$ cat src/rtl/char_window_addr_gen.sv
// Raster-timed write-address generator for NUM_CH character capture windows.
// Frame-boundary actions happen on the edge that wraps the counters into (0,0).
module char_window_addr_gen #(
    parameter int H_REZ  = 640,
    parameter int H_MAX  = 800,
    parameter int V_REZ  = 480,
    parameter int V_MAX  = 525,
    parameter int NUM_CH = 4,
    parameter int ADDR_W = 15
) (
    input  logic                     clk,
    input  logic                     rst_n,
    input  logic [NUM_CH*10-1:0]     win_x,
    input  logic [NUM_CH*10-1:0]     win_y,
    input  logic [NUM_CH*10-1:0]     win_w,
    input  logic [NUM_CH*10-1:0]     win_h,
    input  logic                     single_shot,
    input  logic                     arm,
    output logic [9:0]               h_count,
    output logic [9:0]               v_count,
    output logic [NUM_CH*ADDR_W-1:0] ram_addr,
    output logic [NUM_CH-1:0]        we,
    output logic                     frame_start,
    output logic                     frame_done,
    output logic                     busy,
    output logic [NUM_CH-1:0]        overflow
);

    localparam logic [1:0] ST_IDLE  = 2'd0;
    localparam logic [1:0] ST_ARMED = 2'd1;
    localparam logic [1:0] ST_CAPT  = 2'd2;

    localparam logic [9:0]  H_LAST = 10'(H_MAX - 1);
    localparam logic [9:0]  V_LAST = 10'(V_MAX - 1);
    localparam logic [9:0]  V_PRE  = 10'(V_REZ - 1);
    localparam logic [10:0] H_ACT  = 11'(H_REZ);
    localparam logic [10:0] V_ACT  = 11'(V_REZ);

    logic [9:0]           h_q, h_d, v_q, v_d;
    logic [1:0]           state_q, state_d;
    logic [NUM_CH*10-1:0] sx_q, sy_q, sw_q, sh_q;
    logic                 ss_q;
    logic                 fs_q, fd_q;
    logic                 h_end, frame_wrap, done_edge, capt;

    assign h_end      = (h_q == H_LAST);
    assign frame_wrap = h_end && (v_q == V_LAST);
    // next count will be (0, V_REZ): end of the active area
    assign done_edge  = h_end && (v_q == V_PRE);
    assign capt       = (state_q == ST_CAPT);

    always_comb begin
        h_d = h_end ? 10'd0 : h_q + 10'd1;
        v_d = v_q;
        if (h_end) v_d = (v_q == V_LAST) ? 10'd0 : v_q + 10'd1;
    end

    always_comb begin
        state_d = state_q;
        if (frame_wrap) begin
            if (!single_shot || state_q == ST_ARMED) state_d = ST_CAPT;
            else if (state_q == ST_IDLE && arm)     state_d = ST_ARMED;
            else                                    state_d = ST_IDLE;
        end else if (done_edge && capt && ss_q) begin
            state_d = ST_IDLE;
        end else if (state_q == ST_IDLE && arm) begin
            state_d = ST_ARMED;
        end
    end

    always_ff @(posedge clk) begin
        if (!rst_n) begin
            h_q     <= '0;
            v_q     <= '0;
            state_q <= ST_IDLE;
            sx_q    <= '0;
            sy_q    <= '0;
            sw_q    <= '0;
            sh_q    <= '0;
            ss_q    <= 1'b0;
            fs_q    <= 1'b0;
            fd_q    <= 1'b0;
        end else begin
            h_q     <= h_d;
            v_q     <= v_d;
            state_q <= state_d;
            fs_q    <= frame_wrap;
            fd_q    <= done_edge && capt;
            if (frame_wrap) begin
                sx_q <= win_x;
                sy_q <= win_y;
                sw_q <= win_w;
                sh_q <= win_h;
                ss_q <= single_shot;
            end
        end
    end

    for (genvar c = 0; c < NUM_CH; c++) begin : g_ch
        logic [10:0]       x11, y11, w11, ht11, hc11, vc11;
        logic              hit;
        logic [ADDR_W:0]   cnt_q;
        logic [ADDR_W-1:0] addr_q;
        logic              we_q, ovf_q;

        assign x11  = {1'b0, sx_q[c*10 +: 10]};
        assign y11  = {1'b0, sy_q[c*10 +: 10]};
        assign w11  = {1'b0, sw_q[c*10 +: 10]};
        assign ht11 = {1'b0, sh_q[c*10 +: 10]};
        assign hc11 = {1'b0, h_q};
        assign vc11 = {1'b0, v_q};

        // 11-bit sums so a window running past 1023 never wraps back in
        assign hit = capt && (w11 != 11'd0) && (ht11 != 11'd0)
                   && (hc11 >= x11) && (hc11 < x11 + w11) && (hc11 < H_ACT)
                   && (vc11 >= y11) && (vc11 < y11 + ht11) && (vc11 < V_ACT);

        always_ff @(posedge clk) begin
            if (!rst_n) begin
                cnt_q  <= '0;
                addr_q <= '0;
                we_q   <= 1'b0;
                ovf_q  <= 1'b0;
            end else begin
                we_q <= 1'b0;
                if (frame_wrap) begin
                    cnt_q  <= '0;
                    addr_q <= '0;
                end else if (hit) begin
                    // cnt_q MSB set means the RAM is full for this frame
                    if (!cnt_q[ADDR_W]) begin
                        we_q   <= 1'b1;
                        addr_q <= cnt_q[ADDR_W-1:0];
                        cnt_q  <= cnt_q + 1'b1;
                    end else begin
                        ovf_q  <= 1'b1;
                    end
                end
            end
        end

        assign ram_addr[c*ADDR_W +: ADDR_W] = addr_q;
        assign we[c]       = we_q;
        assign overflow[c] = ovf_q;
    end

    assign h_count     = h_q;
    assign v_count     = v_q;
    assign frame_start = fs_q;
    assign frame_done  = fd_q;
    assign busy        = (state_q != ST_IDLE);

endmodule

$ cat config.mk
export PLATFORM = sky130hd
export DESIGN_NAME = char_window_addr_gen
export DESIGN_NICKNAME = d
export VERILOG_FILES = /design/src/rtl/char_window_addr_gen.sv
export SDC_FILE = /design/constraint.sdc
export NUM_CORES = 1
export LEC_CHECK = 0
export BUFFER_PORTS_ARGS = -buffer_cell sky130_fd_sc_hd__buf_4
export CORE_UTILIZATION = 55
export CTS_BUF_LIST = sky130_fd_sc_hd__clkbuf_4
export CTS_CLUSTER_DIAMETER = 40
export DETAILED_ROUTE_END_ITERATION = 8
export PLACE_DENSITY = 0.8
export REMOVE_ABC_BUFFERS = 1
export SKIP_LAST_GASP = 1
export SYNTH_ARGS = -nofsm -noshare
export SYNTH_HDL_FRONTEND = slang
export SYNTH_SLANG_ARGS = --single-unit
export TNS_END_PERCENT = 10
$ cat constraint.sdc
create_clock -name clk -period 4 [get_ports clk]
set_clock_uncertainty 0.2 [all_clocks]
set_input_delay 0 -clock clk [delete_from_list [all_inputs] [get_ports clk]]
set_output_delay 0 -clock clk [all_outputs]
set_load 0.02 [all_outputs]
# Word-level counts from Yosys, hierarchy flattened
# Index checks and enable logic that the tools add are counted.
[classes]
n_addsub = 14
n_lt_le_gt_ge = 18
n_eq_ne = 5
n_mux = 14
bitwise = 10
n_reduce_logical = 64
[op_table]
columns = ["operator", "n"]
rows = [
  ["$add A10 B10 Y11", 8],
  ["$lt A10 B11 Y1", 8],
  ["$reduce_bool A11 Y1", 8],
  ["$ge A10 B10 Y1", 8],
  ["$add A16 B1 Y16 const B", 4],
  ["$mux W16", 4],
  ["$logic_and A1 B1 Y1", 37],
  ["$add A10 B1 Y10 const B", 2],
  ["$eq A10 B10 Y1 const B", 2],
  ["$reduce_and A3 Y1", 4],
  ["$reduce_or A3 Y1", 4],
  ["$eq A10 B9 Y1 const B", 1],
  ["$lt A10 B10 Y1 const B", 1],
  ["$lt A10 B9 Y1 const B", 1],
  ["$mux W10", 1],
  ["$not A1 Y1", 10],
  ["$mux W2", 4],
  ["$reduce_and A2 Y1", 4],
  ["$mux W1", 5],
  ["$reduce_or A2 Y1", 2],
  ["$reduce_bool A3 Y1", 1],
  ["$eq A2 B1 Y1 const B", 1],
  ["$eq A2 B2 Y1 const B", 1],
  ["$logic_not A2 Y1", 1],
  ["other kinds (3)", 3],
]
[word_totals]
regBits = 317
in_bits = 164
out_inout_bits = 91
elab_cells = 155

# Longest topological paths before layout
[depth]
depth_word = 11
mapped_depth = 20
mapped_depth_nobuf = 18

# Worst setup path after synthesis
# Ideal clock, no wire load.
[synth_timing]
kind = "register to register"
startpoint = "register sx_q[11]"
endpoint = "register g_ch[1].addr_q[10]"
setup_ns = 0.126
arrival_ns = 3.947
required_ns = 3.674
setup_slack_ns = -0.272
path_stages_with_launch = 19
n_path_buf = 2
period_less_slack_ns = 4.272
cell_sequence = "dfxtp_1 ha_1 a21o_1 a21oi_1 o21bai_1 a2111oi_0 o31ai_1 a21oi_1 xor2_1 ha_1 and4b_1 nand2_1 o221ai_1 a2bb2oi_1 a2111o_1 or2_2 buf_4 buf_2 mux2i_1"
[synth_between]
elab_chain_cells = 8
word_cells_on_any_way = 10
cone_classes = "add/sub: 1; order compare: 2; reduce/logical: 7"
[synth_lines]
columns = ["item", "line_no", "text"]
rows = [
  ["from (decl)", "41", "logic [NUM_CH*10-1:0] sx_q, sy_q, sw_q, sh_q;"],
  ["from (signal assigned)", "90", "sx_q <= win_x;"],
  ["$add A10 B10 Y11 / $ge A10 B10 Y1 (equally long branches)", "115", "&& (hc11 >= x11) && (hc11 < x11 + w11) && (hc11 < H_ACT)"],
  ["$lt A10 B11 Y1 / $logic_and A1 B1 Y1 (equally long branches)", "115", ""],
  ["$logic_and A1 B1 Y1 * (2 in a row)", "115", ""],
  ["$logic_and A1 B1 Y1 * (3 in a row)", "116", "&& (vc11 >= y11) && (vc11 < y11 + ht11) && (vc11 < V_ACT);"],
  ["$reduce_and A2 Y1 (no line) *", "-", ""],
  ["to (signal assigned)", "133", "addr_q <= cnt_q[ADDR_W-1:0];"],
  ["to (decl)", "103", "logic [ADDR_W-1:0] addr_q;"],
]
# Mark *: on every way between the ends. The rest lies on a longest branch, timed or not.
# A chain may end at the register's enable or synchronous reset.

# Final worst setup path
[layout_timing]
startpoint = "register sw_q[11]"
endpoint = "register g_ch[1].cnt_q[10]"
[layout_between]
elab_chain_cells = 10
word_cells_on_any_way = 12
cone_classes = "add/sub: 1; order compare: 1; reduce/logical: 10"
[layout_lines]
columns = ["item", "line_no", "text"]
rows = [
  ["from (decl)", "41", ""],
  ["from (signal assigned)", "92", "sw_q <= win_w;"],
  ["branches (longest 4 deep; another with $add A10 B10 Y11)", "-", ""],
  ["$logic_and A1 B1 Y1 * (2 in a row)", "115", ""],
  ["$logic_and A1 B1 Y1 * (3 in a row)", "116", ""],
  ["$reduce_and A2 Y1 (no line) *", "-", ""],
  ["to (signal assigned)", "134", "cnt_q <= cnt_q + 1'b1;"],
  ["to (decl)", "102", "logic [ADDR_W:0] cnt_q;"],
]
# Every way passes the cells marked *.

==> implementation parameters <==
Parameter                              Value

Worst setup path
  Worst setup EP type ... register
  Arrival @ worst endpoint ... 5.08 ns
  Endpoint required time on the critical path ... 4.45 ns
  Kind of start point of the critical path ... register
  Cell breakdown of the critical path ... buf_4 -> fa_2 -> a21oi_2 -> o21bai_1 -> xnor2_1 -> ha_1 -> a21o_1 -> a21oi_1 -> o221ai_2 -> a2bb2oi_2 -> a2111o_1 -> buf_6 -> buf_6 -> buf_16 -> o31ai_1 -> a21oi_1
  Max stage delay cell, worst path ... xnor2_1
  Maximum single-stage delay on the critical path ... 0.51 ns
  Max FO, Critical Path ... 7
  Top delay family on crit path ... compound AO/OA/AOI/OAI gates
  Bufs and invs on worst path ... 4
  Category of the critical setup timing path ... register to register

Final layout
  Total area of multi-input combinational cells ... 12630 um^2
  Fill cell count ... 2090
  Final non-filler cell area ... 27750 um^2
  Area used by sequential logic in the layout ... 6352 um^2
  Non-Filler Instances ... 3603
  Growth of design area from synthesis to finish ... 41.63%
  Most common cell after layout, fill and taps aside ... nand2_1
  Final Net Count ... 3507
  Share of cells above drive strength 1 ... 18.27%
  Most frequent cells in the layout ... 501 x nand2_1, 366 x buf_4, 360 x dlygate4sd3_1, 314 x dfxtp_1, 237 x ha_1

STA
  Max-slew headroom at the worst pin ... 29.20%
  Unrepaired setup endpoints after global routing ... true
  Transition time at the pin with the least slew margin ... 1.052 ns
  Max Slew Vio Count ... 0
  Hold violation total from the final report ... 0
  Fraction of the cycle the final worst path needs ... 115.8%
  Minimum setup slack in the final design ... -0.6307 ns
  Post-route minimum period ... 4.631 ns
  Max Freq ... 0.2159 GHz
  Number of endpoints failing setup at the final stage ... 128

Synth
  Synth Warn # ... 0
  Share of synthesized flip-flops with an asynchronous set or reset ... 0%
  Leading area contributor after synthesis ... dfxtp_1
  EDFF count, synth ... 0
  Count of unique library cells instantiated by Yosys ... 65
  Synthesized instance count ... 2377
  Yosys reg bits ... 317
  Cell Area, Synth ... 19590 um^2
  Area share of the largest cell type after synthesis ... 32.39%
  Largest cells by area after synthesis ... dfxtp_1 32%, ha_1 15%, nand2_1 9.6%, a21boi_0 6.3%, mux2i_1 3.3%
  Mean instance size in the synthesized netlist ... 8.242 um^2
  Sequential-to-total area share from yosys stat ... 32.39%
  Commonest register cell after synthesis ... dfxtp_1

Global route
  Pin count of the biggest net entering global routing ... 149
  Most utilized layer in the global route result ... met2
  Vias in the first global route ... 22344
  Met1 usage ... 42.98%
  Overall track demand over capacity in global routing ... 39.14%
  Global-route wire length before repair ... 112900 um
  Number of antenna violations at the first check in global routing ... 9
  Residual overflow from global routing ... 0
  Met2 Resource Use GR ... 67.06%
  GR met3 Demand/Resource ... 9.661%

Floorplan
  Count of standard-cell rows ... 68
  I/O pins ... 255
  Floorplan Core Area ... 34800 um^2
  Die height ... 190.7 um
  Die outline area ... 36380 um^2
  Overall die width ... 190.7 um
  Starting Density ... 56.30%

CTS
  Deepest level of the CTS H-tree ... 3
  Number of buffers added by the clock tree synthesis step ... 86
  Insertion delay to the later sink of the worst-skew pair ... 0.79 ns
  CTS clk-pin slew, worst paths ... 0.07 ns
  Clock tree from TritonCTS ... yes
  Root Buffer Master ... clkbuf_4
  Clock Sink Count ... 317
  Number of buffers on the longest clock path ... 3

Placement
  Placed cell area ... 22540 um^2
  Weighted congestion at the end of routability-driven global placement ... 0.9370
  Dpl hpwl ... 38310 um
  Number of buffers added on ports ... 254
  Post-placement worst setup slack ... -0.4889 ns
  Number of placed instances, taps included ... 3080

Detailed routing
  Routed wire length per instance ... 20.27 um
  Remaining number of nets flagged by the antenna check after routing ... 0
  DRC viols ... 0
  Count of vias placed by the detailed router ... 21821
  Total Routed Length ... 73040 um
  Number of optimization iterations in the first detailed-route pass ... 7
  Via density per instance ... 6.056
  First DRT Iteration DRCs ... 1788

Pwr
  Power density over cell area ... 240.6 nW/um^2
  Static leakage power ... 0.01184 uW
  VDD IR max ... 232.5 uV

Outcome
  Run status ... finished with violations
  Violated checks ... setup timing

Flow run
  Max_cap viols ... 0

Hold path
  Worst Hold Class ... register to register
-- worst reg2reg max path: cells and delay by family, from the launching register on --
kind | cells | cell delay (ns)
adders and majority gates | 2 | 0.81
xor gates and xnor gates | 1 | 0.51
AOI/OAI and AO/OA | 9 | 2.00
DFF | 1 | 0.36
buffers and inverters | 4 | 0.61
-- power by group --
group / leakage [uW] / total, uW / internal, uW / switching [uW]
sequential: 0.00255 / 3170 / 3160 / 9.84
combinational: 0.00868 / 602 / 377 / 225
clock: 0.000598 / 2910 / 1440 / 1460
total: 0.0118 / 6680 / 4980 / 1700
-- flip-flops by register name (all words and copies together) (netlist names), 2 cells and up --
signal and cells:
sx_q 40, state_q 2, sw_q 40, v_count 10, g_ch.ovf_q 4, sy_q 40
g_ch.cnt_q 64, g_ch.addr_q 60, h_count 10, sh_q 40, g_ch.we_q 4
-- final cells by class --
type                    count  area share [%]
repair buffers            747           24.40
diodes                      6         0.05411
inverters                 107           1.447
multi-input cells        1837           45.52
clock buffers             114           3.084
clock inverters            20          0.5456
well taps                 455           2.052
flip-flops and latches    317           22.89
-- layer usage --
| metal | vias up | routed length (um) |
|---|---|---|
| li1 | 9893 | - |
| met1 | 10171 | 26960 |
| met2 | 1276 | 35060 |
| met3 | 477 | 5562 |
| met4 | 4 | 5433 |
| met5 | - | 27 |
-- cell usage after synthesis (38+ instances only) --
cell type and count:
clkbuf_1 84, mux2i_1 65, ha_1 239, nor2_1 84
nand3_1 54, o21ai_0 81, dfxtp_1 317, nand2_1 503
xor2_1 48, a21o_1 39, o31ai_1 38, inv_1 107
a21boi_0 164, a21oi_1 119
-- stage by stage --
step / util, % / TNS, ns / power (uW) / hold slack [ns]
2_1_floorplan: - / -849.14 / 3336 / -0.08249
3_3_place_gp: 64.77 / -12.72 / 3534 / 0.06333
3_5_place_dp: 64.77 / -20.36 / 3539 / 0.07229
4_1_cts: 79.19 / -7.133 / 6593 / 0.2655
5_1_grt: 79.74 / -58.78 / 6896 / 0.2863
6_report: 79.74 / -30.83 / 6677 / 0.2647
-- timing repair --
action | in CTS | in global routing
pin swaps | 38 | 15
resized for setup | 40 | 31
cloned | 6 | 0
hold endpoints to repair | 220 | 0
buffers inserted | 14 | 3
hold buffers | 360 | 0
endpoints found under the setup margin | 123 | 132
-- worst paths after layout --
path                      from                 to  slack (ns)  cells past startpoint
max                   sw_q[11]  g_ch[1].cnt_q[10]       -0.63                     16
min          g_ch[2].addr_q[9]  g_ch[2].addr_q[9]        0.26                      2
max reg2reg           sw_q[11]  g_ch[1].cnt_q[10]       -0.63                     16
min reg2reg  g_ch[2].addr_q[9]  g_ch[2].addr_q[9]        0.26                      2
-- cells by family (layout without fill, tap and decap cells) --
| group | Yosys count | after routing | share of synthesized area, % |
|---|---|---|---|
| fa+ha+maj | 247 | 247 | 16.08 |
| mux | 65 | 65 | 3.321 |
| other cells | 0 | 6 | 0 |
| flops | 317 | 317 | 32.39 |
| buf+inv | 223 | 988 | 4.688 |
| compound gates | 575 | 575 | 19.80 |
| xor+xnor | 67 | 67 | 2.995 |
| simple gates | 883 | 883 | 20.72 |
Note: power is estimated with default switching activity, not from simulation.
